==> src/rtl/seg7_pkg.sv <==
// ============================================================================
// Module   : seg7_pkg
// Purpose  : Shared constants, scan state type and hex-to-segment table.
// Revision : 1.0
// ============================================================================
`default_nettype none

package seg7_pkg;

   localparam logic [6:0] SEG_BLANK = 7'h7F;

   typedef enum logic [0:0] {
      BLANK = 1'b0,
      DRIVE = 1'b1
   } scan_state_t;

   // Active-low {g,f,e,d,c,b,a} patterns for a common-anode digit
   function automatic logic [6:0] hex2seg(input logic [3:0] hex);
      logic [6:0] seg;
      case (hex)
         4'h0:    seg = 7'h40;
         4'h1:    seg = 7'h79;
         4'h2:    seg = 7'h24;
         4'h3:    seg = 7'h30;
         4'h4:    seg = 7'h19;
         4'h5:    seg = 7'h12;
         4'h6:    seg = 7'h02;
         4'h7:    seg = 7'h78;
         4'h8:    seg = 7'h00;
         4'h9:    seg = 7'h10;
         4'hA:    seg = 7'h08;
         4'hB:    seg = 7'h03;
         4'hC:    seg = 7'h46;
         4'hD:    seg = 7'h21;
         4'hE:    seg = 7'h06;
         default: seg = 7'h0E;
      endcase
      return seg;
   endfunction

endpackage

`default_nettype wire

==> src/rtl/seg7_hex_decode.sv <==
// ============================================================================
// Module   : seg7_hex_decode
// Purpose  : Combinational hex nibble to active-low 7-segment pattern.
// Revision : 1.0
// ============================================================================
`default_nettype none

module seg7_hex_decode
   import seg7_pkg::*;
(
   input  logic [3:0] i_hex,
   output logic [6:0] o_seg
);

   assign o_seg = hex2seg(i_hex);

endmodule

`default_nettype wire

==> src/rtl/seg7_hist_scan.sv <==
// ============================================================================
// Module   : seg7_hist_scan
// Purpose  : History of the last N_DIGITS distinct counter values, scanned
//            onto a multiplexed common-anode 7-segment display.
// Revision : 1.0
// ============================================================================
`default_nettype none

module seg7_hist_scan
   import seg7_pkg::*;
#(
   parameter int N_DIGITS  = 4,
   parameter int SCAN_DIV  = 1000,
   parameter int BLANK_CYC = 1
)(
   input  logic                CLK,
   input  logic                XRST,
   input  logic [3:0]          Q,
   input  logic                FREEZE,
   output logic [6:0]          SEG,
   output logic                DP,
   output logic [N_DIGITS-1:0] AN,
   output logic                CHG
);

   localparam int c_cnt_max = (SCAN_DIV > BLANK_CYC) ? SCAN_DIV : BLANK_CYC;
   localparam int c_cnt_w   = (c_cnt_max > 1) ? $clog2(c_cnt_max) : 1;
   localparam int c_dig_w   = $clog2(N_DIGITS);

   localparam logic [c_cnt_w-1:0]  c_scan_last  = c_cnt_w'(SCAN_DIV - 1);
   localparam logic [c_cnt_w-1:0]  c_blank_last = c_cnt_w'(BLANK_CYC - 1);
   localparam logic [c_dig_w-1:0]  c_digit_last = c_dig_w'(N_DIGITS - 1);
   localparam logic [N_DIGITS-1:0] c_an_one     = {{(N_DIGITS-1){1'b0}}, 1'b1};

   logic [3:0]          r_q_s;
   logic                r_q_s_vld;
   logic [3:0]          r_q_last;
   logic                r_primed;
   logic [3:0]          r_hist [N_DIGITS];
   logic [N_DIGITS-1:0] r_valid;
   logic                r_chg;
   logic                w_capture;

   scan_state_t         r_state, w_state_nxt;
   logic [c_cnt_w-1:0]  r_cnt, w_cnt_nxt;
   logic [c_dig_w-1:0]  r_digit, w_digit_nxt;

   logic [3:0]          w_digit_val;
   logic [6:0]          w_seg_dec;
   logic [6:0]          r_seg, w_seg_nxt;
   logic                r_dp, w_dp_nxt;
   logic [N_DIGITS-1:0] r_an, w_an_nxt;

   // r_q_s_vld holds off capture until q_s carries a real sample of Q
   assign w_capture = r_q_s_vld & ~FREEZE & (~r_primed | (r_q_s != r_q_last));

   always_ff @(posedge CLK or negedge XRST) begin
      if (!XRST) begin
         r_q_s     <= '0;
         r_q_s_vld <= 1'b0;
         r_q_last  <= '0;
         r_primed  <= 1'b0;
         r_valid   <= '0;
         r_chg     <= 1'b0;
         for (int i = 0; i < N_DIGITS; i++) begin
            r_hist[i] <= '0;
         end
      end else begin
         r_q_s     <= Q;
         r_q_s_vld <= 1'b1;
         r_q_last  <= r_q_s;
         r_chg     <= w_capture;
         if (w_capture) begin
            r_primed  <= 1'b1;
            r_hist[0] <= r_q_s;
            for (int i = 1; i < N_DIGITS; i++) begin
               r_hist[i] <= r_hist[i-1];
            end
            r_valid <= {r_valid[N_DIGITS-2:0], 1'b1};
         end
      end
   end

   assign w_digit_val = r_hist[r_digit];

   seg7_hex_decode u_dec (
      .i_hex (w_digit_val),
      .o_seg (w_seg_dec)
   );

   always_ff @(posedge CLK or negedge XRST) begin
      if (!XRST) begin
         r_state <= BLANK;
         r_cnt   <= '0;
         r_digit <= '0;
         r_seg   <= SEG_BLANK;
         r_dp    <= 1'b1;
         r_an    <= '1;
      end else begin
         r_state <= w_state_nxt;
         r_cnt   <= w_cnt_nxt;
         r_digit <= w_digit_nxt;
         r_seg   <= w_seg_nxt;
         r_dp    <= w_dp_nxt;
         r_an    <= w_an_nxt;
      end
   end

   // Outputs register the current slot, so a history shift reaches SEG one edge later
   always_comb begin
      w_state_nxt = r_state;
      w_cnt_nxt   = r_cnt + 1'b1;
      w_digit_nxt = r_digit;
      w_an_nxt    = '1;
      w_seg_nxt   = SEG_BLANK;
      w_dp_nxt    = 1'b1;
      case (r_state)
         BLANK: begin
            if (r_cnt == c_blank_last) begin
               w_state_nxt = DRIVE;
               w_cnt_nxt   = '0;
            end
         end
         DRIVE: begin
            w_an_nxt  = ~(c_an_one << r_digit);
            w_seg_nxt = r_valid[r_digit] ? w_seg_dec : SEG_BLANK;
            w_dp_nxt  = (r_digit != '0);
            if (r_cnt == c_scan_last) begin
               w_state_nxt = BLANK;
               w_cnt_nxt   = '0;
               w_digit_nxt = (r_digit == c_digit_last) ? '0 : r_digit + 1'b1;
            end
         end
         default: begin
            w_state_nxt = BLANK;
            w_cnt_nxt   = '0;
         end
      endcase
   end

   assign SEG = r_seg;
   assign DP  = r_dp;
   assign AN  = r_an;
   assign CHG = r_chg;

endmodule

`default_nettype wire

==> config.mk <==
export PLATFORM = sky130hd
export DESIGN_NAME = seg7_hist_scan
export DESIGN_NICKNAME = d
export VERILOG_FILES = /design/src/rtl/seg7_pkg.sv /design/src/rtl/seg7_hex_decode.sv /design/src/rtl/seg7_hist_scan.sv
export SDC_FILE = /design/constraint.sdc
export NUM_CORES = 1
export LEC_CHECK = 0
export BUFFER_PORTS_ARGS = -buffer_cell sky130_fd_sc_hd__buf_2
export CAP_MARGIN = 20
export CORE_UTILIZATION = 60
export CTS_BUF_LIST = sky130_fd_sc_hd__clkbuf_2
export CTS_CLUSTER_DIAMETER = 100
export DETAILED_ROUTE_END_ITERATION = 12
export PLACE_DENSITY = 0.76
export SYNTH_ARGS = -nofsm -noshare
export SYNTH_HDL_FRONTEND = slang
export SYNTH_HIERARCHICAL = 1
export SYNTH_SLANG_ARGS = --single-unit
==> constraint.sdc <==
create_clock -name CLK -period 5.3 [get_ports CLK]
set_input_delay 0.53 -clock CLK [delete_from_list [all_inputs] [get_ports CLK]]
set_output_delay 0.53 -clock CLK [all_outputs]
set_load 0.02 [all_outputs]
==> impl_metrics.tcl <==
set metrics [dict create \
    coreArea_um2 5140 \
    ant_nets 0 \
    path_class "reg2reg" \
    r2r_end "SEG[3]$_DFF_PN1_" \
    slew_viol_final 0 \
    place_hpwl_mm 3.930 \
    grt_usage_pct 24.84 \
    finalSetupViolCount 0 \
    clk-insertion-delay-late_ps 440 \
    period_share_pct 46.67 \
    dieArea_um2 5690 \
    syn_inst 305 \
    synth_top_flop_cell "dfrtp_1" \
    slew_headroom_pct 30.15 \
    fin_cells 379 \
    synth.cell_area_um2 3236 \
    final_core_utilization_pct 65.70 \
    wl_per_cell_um 16.81 \
    reg2reg_slack_ps 2830 \
    rr_startpoint "r_digit[0]$_DFFE_PN0P_" \
    ir_drop_mv 0.1492 \
    hold_path_class "in2async" \
    grt-ovfl-total 0 \
    status "complete, no violations" \
    crit_path_start_kind "register" \
    viasPerCell 6.467 \
    grt_pass1_vias 2296 \
    crit_chain "mux4_2, inv_1, ha_1, inv_1, mux4_1, or2_2" \
    cts_resized 0 \
    h-tree-depth 2 \
    drt-initial-drc-count 145 \
    critPathMaxFanout 10 \
    worst_pin_slew_ps 1039 \
    required_ps 5710 \
    clk_pin_slew_ps 260 \
    netlist.top_cell.by_area "dfrtp_1" \
    async_flop_share_pct 100.0 \
    dp_cells 371 \
    port_buffers 19 \
    ys_seq_area_share_pct 42.19 \
    grt_pass1_wl_mm 10.80 \
    synth_top_area_share_pct 33.26 \
    max_stage_delay_ps 680 \
    cts_root_buf "clkbuf_2" \
    hold_buffers 0 \
    ios 20 \
    setup_ws_ps 2827 \
    total_power_mw 0.9677 \
    dp_slack_ps 2832 \
    die_h_um 75.44 \
    gp_congestion 0.8095 \
    fin_nets 328 \
    crit_arrival_ps 2880 \
    synth_edf_count 0 \
    drv_cap 0 \
    numCtsBuffers 5 \
    finalCriticalPeriod_ps 2473 \
    r2r_cells 6 \
    tns_ps 0 \
    rows 26 \
    cts_post_setup_buffers_inserted 0 \
    powerDensity_nw_per_um2 286.6 \
    fmax_ghz 0.4043 \
    whs_ps 160.8 \
    vias 2451 \
    cts_num_sinks 54 \
    cts.path.max_buffers 2 \
    syn_nets 325 \
    crit_path_end_kind "register" \
    die_x_um 75.44 \
    yosysWarnings 6 \
    rsz0062_at_grt "false" \
    hold_violations 0 \
    design_area_um2 3377 \
    syn_to_final_growth_pct 4.370 \
    antenna_found_initial 0 \
    leakagePower_nw 1.503 \
    avgSynthCellArea_um2 10.61 \
    timing.critical_path.mode_cell "inv_1" \
    synth.distinct_cells 43 \
    diodes 0 \
    initial_core_util_pct 62.95 \
    post_dp_cell_area_um2 3336 \
    finClkSkew_ps 3.887 \
    synthTopCellsByArea "dfrtp_1 (33%), dfstp_2 (8.9%), nor4bb_1 (5.6%), o41ai_1 (5.1%), ha_1 (5.0%)" \
    tritoncts "done" \
    grt_max_degree 55 \
    final_cell_mix "dfrtp_1 (43), nand2_1 (26), a21oi_1 (21)" \
    drive_gt1_share_pct 22.98 \
    cp_slowest_cell "dfrtp_1" \
    layout_commonest_cell "dfrtp_1" \
    ys_seq_elements 54 \
    first_pass_iters 4 \
    wl_mm 6.370 \
    drc 0 \
]
metal layers:
metal  GRT usage [%]  wire [um]  vias up
li1                -          -     1148
met1           31.36       2811     1230
met2           43.75       3203       61
met3           3.968        261       12
met4           8.025         93        0
met5               0          0        -
worst max path at each step:
stage                                 from          endpoint  slack (ps)  cells after the start
floorplan           r_digit[0]$_DFFE_PN0P_  SEG[3]$_DFF_PN1_        3010                      7
detailed placement  r_digit[0]$_DFFE_PN0P_  SEG[3]$_DFF_PN1_        2830                      6
global route        r_digit[0]$_DFFE_PN0P_  SEG[3]$_DFF_PN1_        2680                      6
finish              r_digit[0]$_DFFE_PN0P_  SEG[3]$_DFF_PN1_        2830                      6
CTS                 r_digit[0]$_DFFE_PN0P_  SEG[3]$_DFF_PN1_        2800                      6
global placement    r_digit[0]$_DFFE_PN0P_  SEG[3]$_DFF_PN1_        2920                      6
synthesized netlist by cell type, drive strengths merged (5+ instances only):
master	n
and3b	18
ha	13
o211ai	19
mux4	6
nand2	26
buf	6
clkbuf	23
dfstp	11
mux2i	5
or3	7
o21ai	8
inv	11
o41ai	19
nor4bb	18
dfrtp	43
a21oi	21
xor2	5
or2	8
final cells by class:
class | count | area (um2)
flip-flops and latches | 54 | 1365
clock buffers | 7 | 35.03
repair buffers | 25 | 140.1
well taps | 70 | 87.58
fillers | 444 | 1763
multi-input cells | 211 | 1702
inverters | 11 | 41.29
clock inverters | 1 | 6.256
worst max-delay path, delay by kind of cell (launching register included):
kind / cells / cell delay (ps)
fa+ha+maj: 1 / 160
buf+inv: 2 / 210
flops: 1 / 680
simple gates: 1 / 300
mux: 2 / 1100
state kept, by name (all words and copies together) (netlist names):
register / cells
SEG: 7
r_hist: 16
r_q_s_vld: 1
CHG: 1
AN: 4
r_digit: 2
r_valid: 4
r_q_last: 4
r_cnt: 10
r_state: 1
r_q_s: 4
report_power, final:
group | switching [mW] | leakage, nW | internal (mW)
sequential | 0.0519 | 0.635 | 0.480
combinational | 0.147 | 0.835 | 0.122
clock | 0.130 | 0.0335 | 0.0373
logic make-up after synthesis:
family,share of synthesized area [%]
AO/OA/AOI/OAI,17.52
AND/OR/NAND/NOR,21.50
flip-flops,42.19
buffers and inverters,5.220
XOR/XNOR,1.895
multiplexers,6.535
other,0.1159
adder cells (fa/ha/maj),5.027
(Power assumes the default switching activity.)
